## src/rtl/seq_det_pkg.sv

```systemverilog
// Shared constants and helpers for the parametrised serial pattern detector.
package seq_det_pkg;

  // Reset-default configuration for the classic 5-bit "10110" detector
  localparam logic [4:0] DEF_PATTERN_N5 = 5'b10110;
  localparam logic [4:0] DEF_MASK_N5    = 5'b11111;

  // Width needed to hold a fill count of 0..n
  function automatic int fill_w(input int n);
    return $clog2(n + 1);
  endfunction

  // Increment v, holding at 2^w-1 instead of wrapping (w up to 32)
  function automatic logic [31:0] sat_inc(input logic [31:0] v, input int w);
    logic [31:0] top;
    top = (w >= 32) ? 32'hFFFF_FFFF : ((32'd1 << w) - 32'd1);
    return (v >= top) ? v : v + 32'd1;
  endfunction

endpackage

```

## src/rtl/seq_det_hist.sv

```systemverilog
// History shift register and fill counter for the pattern detector.
// Exposes the post-sample history/fill so the parent can compare against
// the bit arriving on this edge.
module seq_det_hist
  import seq_det_pkg::*;
#(
  parameter int N = 5
) (
  input  logic                 clk,
  input  logic                 reset,
  input  logic                 shift,
  input  logic                 clear,
  input  logic                 restart,
  input  logic                 xin,
  output logic [fill_w(N)-1:0] fill,
  output logic [N-1:0]         next_hist,
  output logic [fill_w(N)-1:0] next_fill
);

  localparam int FW = fill_w(N);

  logic [N-1:0] hist;

  // Newest bit enters at bit 0; fill saturates once a full window is seen
  always_comb begin
    next_hist = {hist[N-2:0], xin};
    next_fill = (fill == FW'(N)) ? fill : fill + FW'(1);
  end

  // Clear beats shift; restart zeroes fill but still keeps the shifted history
  always_ff @(posedge clk or posedge reset) begin
    if (reset) begin
      hist <= '0;
      fill <= '0;
    end else if (clear) begin
      hist <= '0;
      fill <= '0;
    end else if (shift) begin
      hist <= next_hist;
      fill <= restart ? '0 : next_fill;
    end
  end

endmodule

```

## src/rtl/seq_det_param.sv

```systemverilog
// Parametrised serial pattern detector with run-time pattern/mask, overlap
// control, registered match pulse, saturating match counter and sticky hit.
module seq_det_param
  import seq_det_pkg::*;
#(
  parameter int           N           = 5,
  parameter logic [N-1:0] DEF_PATTERN = N'(DEF_PATTERN_N5),
  parameter logic [N-1:0] DEF_MASK    = {N{1'b1}},
  parameter int           CNT_W       = 8
) (
  input  logic                 clk,
  input  logic                 reset,
  input  logic                 xin,
  input  logic                 xin_valid,
  input  logic                 overlap_en,
  input  logic                 cfg_load,
  input  logic [N-1:0]         cfg_pattern,
  input  logic [N-1:0]         cfg_mask,
  input  logic                 clr_stat,
  output logic                 yout,
  output logic [CNT_W-1:0]     match_cnt,
  output logic                 hit_sticky,
  output logic [fill_w(N)-1:0] fill
);

  localparam int FW = fill_w(N);

  logic [N-1:0]  pattern;
  logic [N-1:0]  mask;
  logic [N-1:0]  next_hist;
  logic [FW-1:0] next_fill;
  logic          shift;
  logic          match;

  // A config load discards the bit on that edge, so it also suppresses matching
  assign shift = xin_valid & ~cfg_load;
  assign match = shift & (next_fill == FW'(N)) &
                 (((next_hist ^ pattern) & mask) == '0);

  seq_det_hist #(.N(N)) u_hist (
    .clk       (clk),
    .reset     (reset),
    .shift     (shift),
    .clear     (cfg_load),
    .restart   (match & ~overlap_en),
    .xin       (xin),
    .fill      (fill),
    .next_hist (next_hist),
    .next_fill (next_fill)
  );

  // Run-time pattern/mask registers
  always_ff @(posedge clk or posedge reset) begin
    if (reset) begin
      pattern <= DEF_PATTERN;
      mask    <= DEF_MASK;
    end else if (cfg_load) begin
      pattern <= cfg_pattern;
      mask    <= cfg_mask;
    end
  end

  // One-cycle registered match pulse
  always_ff @(posedge clk or posedge reset) begin
    if (reset) yout <= 1'b0;
    else       yout <= match;
  end

  // Statistics: clear wins over count, but a same-edge match still sets sticky
  always_ff @(posedge clk or posedge reset) begin
    if (reset) begin
      match_cnt  <= '0;
      hit_sticky <= 1'b0;
    end else begin
      if (clr_stat)   match_cnt <= '0;
      else if (match) match_cnt <= CNT_W'(sat_inc(32'(match_cnt), CNT_W));
      if (match)         hit_sticky <= 1'b1;
      else if (clr_stat) hit_sticky <= 1'b0;
    end
  end

endmodule
```

## config.mk

```make
export PLATFORM = sky130hd
export DESIGN_NAME = seq_det_param
export DESIGN_NICKNAME = d
export VERILOG_FILES = /design/src/rtl/seq_det_pkg.sv /design/src/rtl/seq_det_hist.sv /design/src/rtl/seq_det_param.sv
export SDC_FILE = /design/constraint.sdc
export NUM_CORES = 1
export LEC_CHECK = 0
export CORE_ASPECT_RATIO = 2
export CORE_MARGIN = 1.5
export CORE_UTILIZATION = 49
export DETAILED_ROUTE_END_ITERATION = 7
export PLACE_DENSITY = 0.87
export SLEW_MARGIN = 30
export SYNTH_ARGS = -nofsm -noshare
export SYNTH_HDL_FRONTEND = slang
export SYNTH_SLANG_ARGS = --single-unit
```

## constraint.sdc

```tcl
create_clock -name clk -period 1.9 [get_ports clk]
set_input_delay 0.38 -clock clk [delete_from_list [all_inputs] [get_ports clk]]
set_output_delay 0.38 -clock clk [all_outputs]
set_load 0.02 [all_outputs]
```

# After elaboration in Yosys (flattened, before gate mapping)
# Cells that the tools add are included.
dict set report classes {
  n_eq_ne 3
  n_bitwise 8
  order_cmp 1
  n_mux 11
  reduce_logical 4
  addsub 2
}
# operator n
set op_table {}
lappend op_table {{8-bit two-way mux} 3}
lappend op_table {{3-bit two-way mux} 4}
lappend op_table {{8-bit by 1-bit adder with 8-bit output (second input constant)} 1}
lappend op_table {{8-bit >= comparator (second input constant)} 1}
lappend op_table {{4-bit two-way mux} 2}
lappend op_table {{3-bit equality test (second input constant)} 2}
lappend op_table {{5-bit bitwise AND} 1}
lappend op_table {{5-bit logical NOT} 1}
lappend op_table {{5-bit XOR} 1}
lappend op_table {{1-bit bitwise AND} 4}
lappend op_table {{2-bit nonzero test} 2}
lappend op_table {{3-bit by 1-bit adder with 3-bit output (second input constant)} 1}
lappend op_table {{1-bit two-way mux} 2}
lappend op_table {{2-bit inequality test (second input constant)} 1}
lappend op_table {{1-bit NOT} 2}
lappend op_table {{2-bit AND reduction} 1}
dict set report totals {
  wordCells 36
  inputBits 17
  ff_bits 27
  out_inout_bits 13
}

# Longest topological paths before layout
dict set report logic_depth {
  depth_word 9
  ltp_mapped 7
  mapped_depth_nobuf 7
}

# Hierarchy
# From an unflattened synthesis, not the netlist that was laid out.
dict set report unflattened {
  hier_cells 127
  area_unflattened_um2 1380.1
}
# mod area_per_inst_um2 seq_area_each_um2 cells_each n_inst
set modules_own_cells {}
lappend modules_own_cells {seq_det_param 987.2 510.5 87 1}
lappend modules_own_cells {seq_det_hist 392.9 175.2 40 1}

# Worst setup path before layout
# Ideal clock, no wire load.
dict set report synth_path {
  kind {reg-to-reg}
  from {register match_cnt[0]}
  to {register match_cnt[3]}
  t_arrival_ps 1737
  n_path_buf 1
  required_time_ps 1822
  synth_period_minus_slack_ps 1814
  stages_incl_launch_ff 8
  setup_ps 78
  setup_slack_ps 86
  path_cell_list {dfrtp_1 -> ha_1 -> and2_1 -> nand4_1 -> nand4_2 -> buf_6 -> or3_1 -> a21oi_1}
}
dict set report synth_between {
  elab_chain_cells 4
  word_cells_on_any_way 7
  classes_between {add/sub: 1; order compare: 1; eq/ne: 1; mux: 3; reduce/logical: 1}
}
# item line_no
set synth_lines {}
lappend synth_lines {{start: declaration} seq_det_param.sv:21} ;# output logic [CNT_W-1:0] match_cnt,
lappend synth_lines {{start signal: assignment} seq_det_param.sv:76} ;# else if (match) match_cnt <= CNT_W'(sat_inc(32'(match_cnt), CNT_W));
lappend synth_lines {{8-bit by 1-bit adder with 8-bit output} seq_det_pkg.sv:17} ;# return (v >= top) ? v : v + 32'd1;
lappend synth_lines {{8-bit two-way mux} seq_det_pkg.sv:17}
lappend synth_lines {{8-bit two-way mux} seq_det_param.sv:76}
lappend synth_lines {{8-bit two-way mux} seq_det_param.sv:75} ;# if (clr_stat) match_cnt <= '0;
# Several ways; a longest one is shown, not always the timed one. The select of a mux whose other input is x is not followed.
# A chain may end at the register's enable or synchronous reset.

# Final worst setup path
dict set report layout_path {
  from {register match_cnt[0]}
  to {register match_cnt[5]}
}
# Same word-level chain as after synthesis.

==> reports/metrics.yaml <==
wl_per_cell_um: 17.0
seqPwrFrac_pct: 58.0
grt_max_degree: 28
arrival_ps: 2060
cts_buffers: 3
io-pin-count: 30
fmax_mhz: 536
wl_um: 3080
dieArea_um2: 3010
place_congestion: 0.769
synth_area_leader_cell: "dfrtp_1"
initial_core_util_pct: 51.6
io_buffers: 29
dp_hpwl_um: 2330
peakVddDrop_uv: 485
hold_violations: 0
dr.first_iter.drc_count: 21
clk_path_buf_depth: 2
cp.required_ps: 2100
die_width_um: 39.5
grt_pass1_vias: 1069
worstMarginPinSlew_ps: 348
end_kind: "flip-flop"
leakage_nw: 0.750
pwr-share-clk_pct: 28.8
h-tree-depth: 1
net-switching-power_w: 0.000256
syn_inst: 116
synth.area.top_cells: "dfrtp_1, dfstp_2, mux2_2"
final-setup-viol-count: 0
grt_first_pass_wirelength_um: 4650
synth_edf_count: 0
layout_commonest_cell: "clkdlybuf4s50_1"
setup_ws_ps: 33.4
powerDensity_nw_per_um2: 631
cts.sinks: 27
drtPass1Iterations: 4
grt.total_usage_pct: 22.1
maxSlewHeadroom_pct: 76.7
viasPerCell: 5.81
slew_violations: 0
antenna_left: 0
period_needed_ps: 1870
ys_types: 31
placed_area_um2: 1660
dieHeight_um: 76.1
clock_latency_ps: 270
antenna_cells: 0
design_area_um2: 1740
combPwrFrac_pct: 13.2
path_clk_slew_ps: 90
final_layout_size_suffix_gt1_share_pct: 23.5
drc: 0
rows: 26
instances_no_fill: 181
place_ws_ps: -447
grt-ovfl-total: 0
clockRootBuffer: "clkbuf_8"
yosysSeqAreaShare_pct: 52.4
status: "completed"
netlist_area_um2: 1310
vias: 1052
synth_nets: 136
fin_nets: 174
final_cell_mix: "clkdlybuf4s50_1, dfrtp_1, mux2_2"
synthFlopType: "dfrtp_1"
start_kind: "flip-flop"
synth_warnings: 0
drv_cap: 0
skew_ps: 5.30
crit_fanout: 8
synth_top_area_share_pct: 36.3
antenna_found_initial: 0
final.period_utilization_pct: 98.2
cts_tree: "yes"
syn_area_per_cell_um2: 11.3
fp.coreArea_um2: 2540
p_sw_share_pct: 23.3
ys_ff_latch: 27
crit_type: "flip-flop to flip-flop"
syn2layout_area_growth_pct: 33.0
async_flop_share_pct: 100
dpl.cell_count: 176
hold_class: "input pin to async pin"
cellInternalPower_w: 0.000843
[cells by family (layout without fill, tap and decap cells)]
logic type               Yosys count  count (layout)  synth area share, %
adder cells (fa/ha/maj)            3               3                 2.87
XOR/XNOR                           6               6                 4.02
buffers and inverters             10              47                 4.30
AND/OR/NAND/NOR                   32              32                 13.5
flip-flops                        27              27                 52.4
AO/OA/AOI/OAI                     23              23                 10.5
multiplexers                      15              15                 12.4
[path summary, 6_finish.rpt]
| check | startpoint | end | slack, ps | depth (start not counted) |
|---|---|---|---|---|
| min | reset | pattern[0] | 450 | 3 |
| max | match_cnt[0] | match_cnt[5] | 30 | 7 |
| max reg2reg | match_cnt[0] | match_cnt[5] | 30 | 7 |
| min in group clk | cfg_load | u_hist.fill[0] | 540 | 3 |
| min reg2reg | pattern[3] | pattern[3] | 550 | 1 |
| max in group asynchronous | reset | mask[3] | 1130 | 3 |
[through the flow]
stage          util (%)  setup TNS (ps)  total power (W)  hold slack, ps
2_1_floorplan         -               0         0.000723             427
3_5_place_dp       65.3           -2900         0.000791             529
5_1_grt            68.6           -7.32          0.00114             485
6_report           68.6               0          0.00110             455
4_1_cts            68.0               0          0.00111             466
3_3_place_gp       65.3           -1540         0.000778             515
[worst max-delay path, stage by stage, from the launching register on]
cell and delay [ps]:
dfrtp_1 400, ha_1 250, and2_1 190, nand4_1 140, nand4_4 170, buf_6 170, or3_4 360, a21oi_2 120
[what timing repair did]
item                                   4_1_cts  5_1_grt
resized for setup                            4        4
hold buffers                                 0        0
setup buffers                                1        0
pin swaps                                    3        3
endpoints found under the hold margin        0        0
setup endpoints to repair                    6        2
[final cells by class]
| class | count | area [um2] |
|---|---|---|
| multi-input combinational | 79 | 589 |
| inverter | 5 | 18.8 |
| sequential | 27 | 686 |
| tap | 28 | 35.0 |
| clock buffer | 4 | 45.0 |
| fill | 191 | 797 |
| timing repair buffer | 38 | 367 |
[per-layer routing]
| metal | vias up | routed length, um | global-route usage, % |
|---|---|---|---|
| met5 | - | 0 | 0 |
| li1 | 483 | - | - |
| met4 | 0 | 44 | 7.24 |
| met1 | 532 | 1070 | 21.7 |
| met2 | 33 | 1850 | 42.5 |
| met3 | 4 | 121 | 1.75 |
[sequential cells by signal (all words and copies together), names as in the netlist]
name	cells
pattern	5
u_hist.fill	3
mask	5
u_hist.hist	4
hit_sticky	1
yout	1
match_cnt	8
[cell usage after synthesis (all sizes together), types with 2 or more instances]
master	number
dfstp	8
o21ai	7
mux2i	5
ha	3
inv	5
nand2	5
nand3	5
a22oi	2
nand4	2
or3	4
or4	2
o31ai	2
a21oi	10
dfrtp	19
and3	2
mux2	10
nor2	8
xor2	6
buf	4
[power groups by stage]
stage               Combinational, W  Clock, W  Sequential [W]
finish                      0.000145  0.000316        0.000637
global route                0.000157  0.000343        0.000641
CTS                         0.000148  0.000323        0.000638
detailed placement          0.000142         0        0.000648
global placement            0.000134         0        0.000645
floorplan                  0.0000790         0        0.000644
(Power assumes the default switching activity.)
